**config.mk**
```make
export PLATFORM = sky130hd
export DESIGN_NAME = sample_serializer_10x
export DESIGN_NICKNAME = d
export VERILOG_FILES = /design/src/rtl/sample_serializer_10x.sv
export SDC_FILE = /design/constraint.sdc
export NUM_CORES = 1
export LEC_CHECK = 0
export ABC_AREA = 1
export BUFFER_PORTS_ARGS = -buffer_cell sky130_fd_sc_hd__buf_2
export CAP_MARGIN = 0
export CORE_ASPECT_RATIO = 0.6
export CORE_MARGIN = 1
export CORE_UTILIZATION = 35
export CTS_CLUSTER_SIZE = 30
export DETAILED_ROUTE_END_ITERATION = 10
export HOLD_SLACK_MARGIN = 0.1
export MAX_ROUTING_LAYER = met4
export PLACE_DENSITY = 0.6
export SLEW_MARGIN = 25
export SYNTH_ARGS = -nofsm -noshare
export SYNTH_HDL_FRONTEND = slang
export SYNTH_SLANG_ARGS = --single-unit
```
**constraint.sdc**
```tcl
create_clock -name clk -period 17.7 [get_ports clk]
set_input_delay 4.425 -clock clk [delete_from_list [all_inputs] [get_ports clk]]
set_output_delay 4.425 -clock clk [all_outputs]
set_load 0.05 [all_outputs]
```
**src/rtl/sample_serializer_10x.sv**
```systemverilog
// sample_serializer_10x
//   Takes 10-sample frames from the interpolator and plays them out one
//   sample per output-rate strobe. It is double buffered: a shadow frame
//   is loaded from the inputs, and an active frame is being played out.
//
// Ports
//   clk           system clock, rising edge
//   reset         synchronous active-high reset
//   clk_en_10x    one-cycle output-rate strobe
//   load          one-cycle frame-ready pulse; captures sample_y0..y9
//   sample_y0..9  interpolated frame; y0 is played first
//   flag_clear    clears the sticky overrun/underrun flags
//   sample_out    current serialized sample, held between strobes
//   sample_valid  one-cycle pulse when sample_out takes a new value
//   sample_index  frame position (0-9) of the value on sample_out
//   overrun       sticky: a pending shadow frame was overwritten
//   underrun      sticky: a strobe found no data after playout started
//
// state   | meaning
// IDLE    | nothing played since reset; empty strobes are not an error
// RUN     | playing the active frame, idx_q is the next element
// STARVED | active frame finished with no shadow frame ready
module sample_serializer_10x #(
    parameter int WIDTH = 8
) (
    input  logic             clk,
    input  logic             reset,
    input  logic             clk_en_10x,
    input  logic             load,
    input  logic [WIDTH-1:0] sample_y0,
    input  logic [WIDTH-1:0] sample_y1,
    input  logic [WIDTH-1:0] sample_y2,
    input  logic [WIDTH-1:0] sample_y3,
    input  logic [WIDTH-1:0] sample_y4,
    input  logic [WIDTH-1:0] sample_y5,
    input  logic [WIDTH-1:0] sample_y6,
    input  logic [WIDTH-1:0] sample_y7,
    input  logic [WIDTH-1:0] sample_y8,
    input  logic [WIDTH-1:0] sample_y9,
    input  logic             flag_clear,
    output logic [WIDTH-1:0] sample_out,
    output logic             sample_valid,
    output logic [3:0]       sample_index,
    output logic             overrun,
    output logic             underrun
);

    typedef enum logic [1:0] {
        IDLE    = 2'd0,
        RUN     = 2'd1,
        STARVED = 2'd2
    } state_t;

    state_t           state_q;
    logic [WIDTH-1:0] shadow_q [10];
    logic [WIDTH-1:0] active_q [10];
    logic [WIDTH-1:0] frame_in [10];
    logic             shadow_full_q;
    logic [3:0]       idx_q;
    logic [WIDTH-1:0] sample_out_q;
    logic             sample_valid_q;
    logic [3:0]       sample_index_q;
    logic             overrun_q;
    logic             underrun_q;

    logic             consume;
    logic             overrun_set;
    logic             underrun_set;

    always_comb begin
        frame_in[0] = sample_y0;
        frame_in[1] = sample_y1;
        frame_in[2] = sample_y2;
        frame_in[3] = sample_y3;
        frame_in[4] = sample_y4;
        frame_in[5] = sample_y5;
        frame_in[6] = sample_y6;
        frame_in[7] = sample_y7;
        frame_in[8] = sample_y8;
        frame_in[9] = sample_y9;
    end

    // The shadow frame is taken either at the end of a running frame or by
    // the first strobe after IDLE/STARVED.
    assign consume      = clk_en_10x && shadow_full_q &&
                          ((state_q != RUN) || (idx_q == 4'd9));
    // A load coinciding with consumption is a clean hand-over, not a loss.
    assign overrun_set  = load && shadow_full_q && !consume;
    assign underrun_set = clk_en_10x && (state_q == STARVED) && !shadow_full_q;

    always_ff @(posedge clk) begin
        if (reset) begin
            state_q        <= IDLE;
            idx_q          <= 4'd0;
            shadow_full_q  <= 1'b0;
            sample_out_q   <= '0;
            sample_valid_q <= 1'b0;
            sample_index_q <= 4'd0;
            overrun_q      <= 1'b0;
            underrun_q     <= 1'b0;
        end else begin
            sample_valid_q <= 1'b0;

            if (clk_en_10x) begin
                case (state_q)
                    RUN: begin
                        sample_out_q   <= active_q[idx_q];
                        sample_index_q <= idx_q;
                        sample_valid_q <= 1'b1;
                        if (idx_q != 4'd9) begin
                            idx_q <= idx_q + 4'd1;
                        end else if (shadow_full_q) begin
                            for (int i = 0; i < 10; i++) active_q[i] <= shadow_q[i];
                            idx_q <= 4'd0;
                        end else begin
                            state_q <= STARVED;
                        end
                    end
                    IDLE, STARVED: begin
                        // Element 0 goes out directly from the shadow so the
                        // restart costs no extra strobe.
                        if (shadow_full_q) begin
                            for (int i = 0; i < 10; i++) active_q[i] <= shadow_q[i];
                            sample_out_q   <= shadow_q[0];
                            sample_index_q <= 4'd0;
                            sample_valid_q <= 1'b1;
                            idx_q          <= 4'd1;
                            state_q        <= RUN;
                        end
                    end
                    default: state_q <= IDLE;
                endcase
            end

            if (load) begin
                for (int i = 0; i < 10; i++) shadow_q[i] <= frame_in[i];
                shadow_full_q <= 1'b1;
            end else if (consume) begin
                shadow_full_q <= 1'b0;
            end

            if (overrun_set)     overrun_q <= 1'b1;
            else if (flag_clear) overrun_q <= 1'b0;

            if (underrun_set)    underrun_q <= 1'b1;
            else if (flag_clear) underrun_q <= 1'b0;
        end
    end

    assign sample_out   = sample_out_q;
    assign sample_valid = sample_valid_q;
    assign sample_index = sample_index_q;
    assign overrun      = overrun_q;
    assign underrun     = underrun_q;

endmodule

```
==> metrics.txt <==
via count of the first global-routing pass=4,140; final setup violation count=0; count of cell types in the netlist=25; Floorplan Core Area=0.0191 mm²; Residual DRC=0; CTS root buffer=sky130_fd_sc_hd__clkbuf_16; total of buffers placed on input and output ports=99; post-synthesis simple-gate area fraction=0.145; Synth Cell Area=0.00687 mm²; number of clock buffers inserted by TritonCTS=17; Post CTS Setup Buffer Count=0; Worst-Skew Late Latency=430 ps; power consumption=0.942 mW; f_max=174 MHz; crit path time final=5740 ps; Max Root-Sink Buffers=2; post-synthesis sequential area ratio=0.775; run status=completed; post-route setup slack=11,960 ps; fin util=0.430; number of standard cells after synthesis=537; pre-CTS setup slack=11,310 ps; type of element launching the critical path=primary input; routed length per placed instance=15.2 µm; number of hold violations in the final report=0; Tightest Pin Transition=755 ps; starting utilization of the core area=0.359; arrival time of data at the critical path endpoint=5830 ps; Min-Delay Startpoint=shadow_q[4][0]; fin nets=726; hold_ws=418 ps; growth of design area from synthesis to finish=19.8%; clk sink count=186; share of cells above drive strength 1=0.238; normalized max-slew margin=0.496; #FFs+latches synth=186; routed vias=4,069; worst min-delay path class=reg -> reg; Filler cells=1,800; required time reported for the critical path endpoint=17,800 ps; vertical die dimension=111 µm; number of core rows=39; DP HPWL=9240 µm; Setup Total Neg Slack=0 ps; global-route wire length before repair=22,200 µm; overall fraction of global-route tracks in use=0.152; launching element of the worst setup path=reset; combinational family with the most area after synthesis=simple AND/OR/NAND/NOR gates; FF-to-FF setup slack=15,550 ps; total leakage power=3.26 nW; Horiz. Die Dim=183 µm; Final Skew=9.77 ps; synthesized netlist net count=624; pwr dens=115 mW/mm²; violation count after the first detailed-route iteration=398; number of violations of the max-capacitance limit=0; PostCTS Resize Cnt=0; area of the die=0.0202 mm²; maximum fanout encountered on the critical timing path=59; Detail Route Antenna Nets=0; boundary pin count=100; Pre-Repair DR Iteration Count=5; total detailed-routing wirelength=13,900 µm; clock slew at the register clock pins of the worst setup and hold paths=70 ps; initial antenna violation count=0; share of the clock period used by the worst path after layout=0.324; multiplexer area fraction after synthesis=0; count of pins over their slew limit=0; Overflow after GRT=0; clock tree from TritonCTS=built; xor/xnor cell area share of the yosys netlist=0; cts-stage hold buffer count=0; compound-gate portion of the synthesized area=0.0242; peak ir drop on the vdd network=0.0648 mV; weighted congestion at the end of routability-driven global placement=0.833; H-tree Lvls=4; maximum number of pins on one net before global-route repair=82; Post-Syn Area per Cell=12.8 µm²; count of yosys warnings during synthesis=0; RSZ-0062 raised after global routing=no; n_diodes=0; fraction of the mapped netlist area in adder cells=0.00364; via density per instance=4.44; CP Capture Type=flop; Crit Path Category=in -> reg
## Yosys cell counts
library cell               instances  area share
sky130_fd_sc_hd__inv_4             1     0.00091
sky130_fd_sc_hd__buf_4             3      0.0033
sky130_fd_sc_hd__ha_1              2      0.0036
sky130_fd_sc_hd__inv_2             6      0.0033
sky130_fd_sc_hd__buf_6             1      0.0016
sky130_fd_sc_hd__inv_1            58       0.032
sky130_fd_sc_hd__nor2_2            8      0.0073
sky130_fd_sc_hd__nor2_1           19       0.010
sky130_fd_sc_hd__nor3_1            1     0.00073
sky130_fd_sc_hd__nand3_1          54       0.039
sky130_fd_sc_hd__nand2_1         143       0.078
sky130_fd_sc_hd__nand2_4           1      0.0016
sky130_fd_sc_hd__clkbuf_1          2      0.0011
sky130_fd_sc_hd__nand4_1           2      0.0018
sky130_fd_sc_hd__buf_2            12      0.0087
sky130_fd_sc_hd__a22oi_1           3      0.0033
sky130_fd_sc_hd__o21ai_0           1     0.00073
sky130_fd_sc_hd__a21oi_1          20       0.015
sky130_fd_sc_hd__o21ai_1           6      0.0044
sky130_fd_sc_hd__o21ai_2           1      0.0013
sky130_fd_sc_hd__nor2_4            2      0.0033
sky130_fd_sc_hd__nand2_2           3      0.0027
sky130_fd_sc_hd__dfxtp_1          26       0.076
sky130_fd_sc_hd__buf_1             2      0.0011
sky130_fd_sc_hd__edfxtp_1        160        0.70
## path summary, 6_finish.rpt
kind                                       end  cells past startpoint
worst min register to register  active_q[4][0]                      0
worst max register to register   sample_out[1]                      9
worst min-delay path            active_q[4][0]                      0
worst max-delay path            active_q[8][7]                      6
## where the power goes
| group | leakage, nW | total [mW] | internal (mW) | switching (mW) |
|---|---|---|---|---|
| clock | 0.273 | 0.371 | 0.209 | 0.162 |
| combinational | 1.30 | 0.0610 | 0.0196 | 0.0414 |
| sequential | 1.69 | 0.510 | 0.500 | 0.0105 |
## flip-flops by register name, summed over array words and instances (netlist names), named ones only
| name | cells |
|---|---|
| active_q | 80 |
| shadow_q | 80 |
| sample_out | 8 |
| idx_q | 4 |
| sample_index | 4 |
| state_q | 2 |
| overrun | 1 |
| sample_valid | 1 |
| shadow_full_q | 1 |
| underrun | 1 |
## layout make-up
| class | instances | area (µm²) | share of cell area |
|---|---|---|---|
| Clock inverter | 12 | 140 | 0.0170 |
| Timing Repair Buffer | 103 | 549 | 0.0668 |
| Clock buffer | 18 | 429 | 0.0522 |
| Sequential cell | 186 | 5330 | 0.647 |
| Tap cell | 266 | 333 | 0.0405 |
| Inverter | 65 | 246 | 0.0300 |
| Multi-Input combinational cell | 266 | 1200 | 0.146 |
## metal layers
metal	routed length, µm	vias to the layer above	share of wire	global-route usage
li1	-	2004	-	-
met1	7140	1929	0.51	0.224
met2	5770	123	0.42	0.203
met3	848	13	0.061	0.0412
met4	128	0	0.0092	0.0444
met5	0	-	0	-
## kinds of logic after synthesis
| family | Yosys count |
|---|---|
| simple gates | 233 |
| flops | 186 |
| buf+inv | 85 |
| compound gates | 31 |
| fa+ha+maj | 2 |
## worst max-delay path, cell delays in order
cell and delay [ps]:
sky130_fd_sc_hd__buf_2 230, sky130_fd_sc_hd__inv_1 190, sky130_fd_sc_hd__nand4_1 180, sky130_fd_sc_hd__nor2_4 130, sky130_fd_sc_hd__buf_4 310, sky130_fd_sc_hd__buf_16 300
## cells in the final DEF (no fill, tap or decap), types with 3 or more instances in the layout
master / instances
sky130_fd_sc_hd__nand3_1: 54
sky130_fd_sc_hd__edfxtp_1: 160
sky130_fd_sc_hd__buf_2: 99
sky130_fd_sc_hd__nand2_2: 3
sky130_fd_sc_hd__nor2_1: 17
sky130_fd_sc_hd__inv_2: 6
sky130_fd_sc_hd__a22oi_1: 3
sky130_fd_sc_hd__nor2_2: 8
sky130_fd_sc_hd__nand2_1: 143
sky130_fd_sc_hd__clkbuf_16: 17
sky130_fd_sc_hd__o21ai_1: 6
sky130_fd_sc_hd__inv_1: 58
sky130_fd_sc_hd__a21oi_1: 20
sky130_fd_sc_hd__inv_6: 4
sky130_fd_sc_hd__nor2_4: 4
sky130_fd_sc_hd__dfxtp_1: 26
## per-stage QoR
stage | area [µm²] | cells
after global placement | 7630 | 885
after CTS | 8200 | 915
final | 8230 | 916
after global routing | 8230 | 916
after detailed placement | 7630 | 885
after floorplan | 6870 | 537
Power figures use the tool's default switching activity.
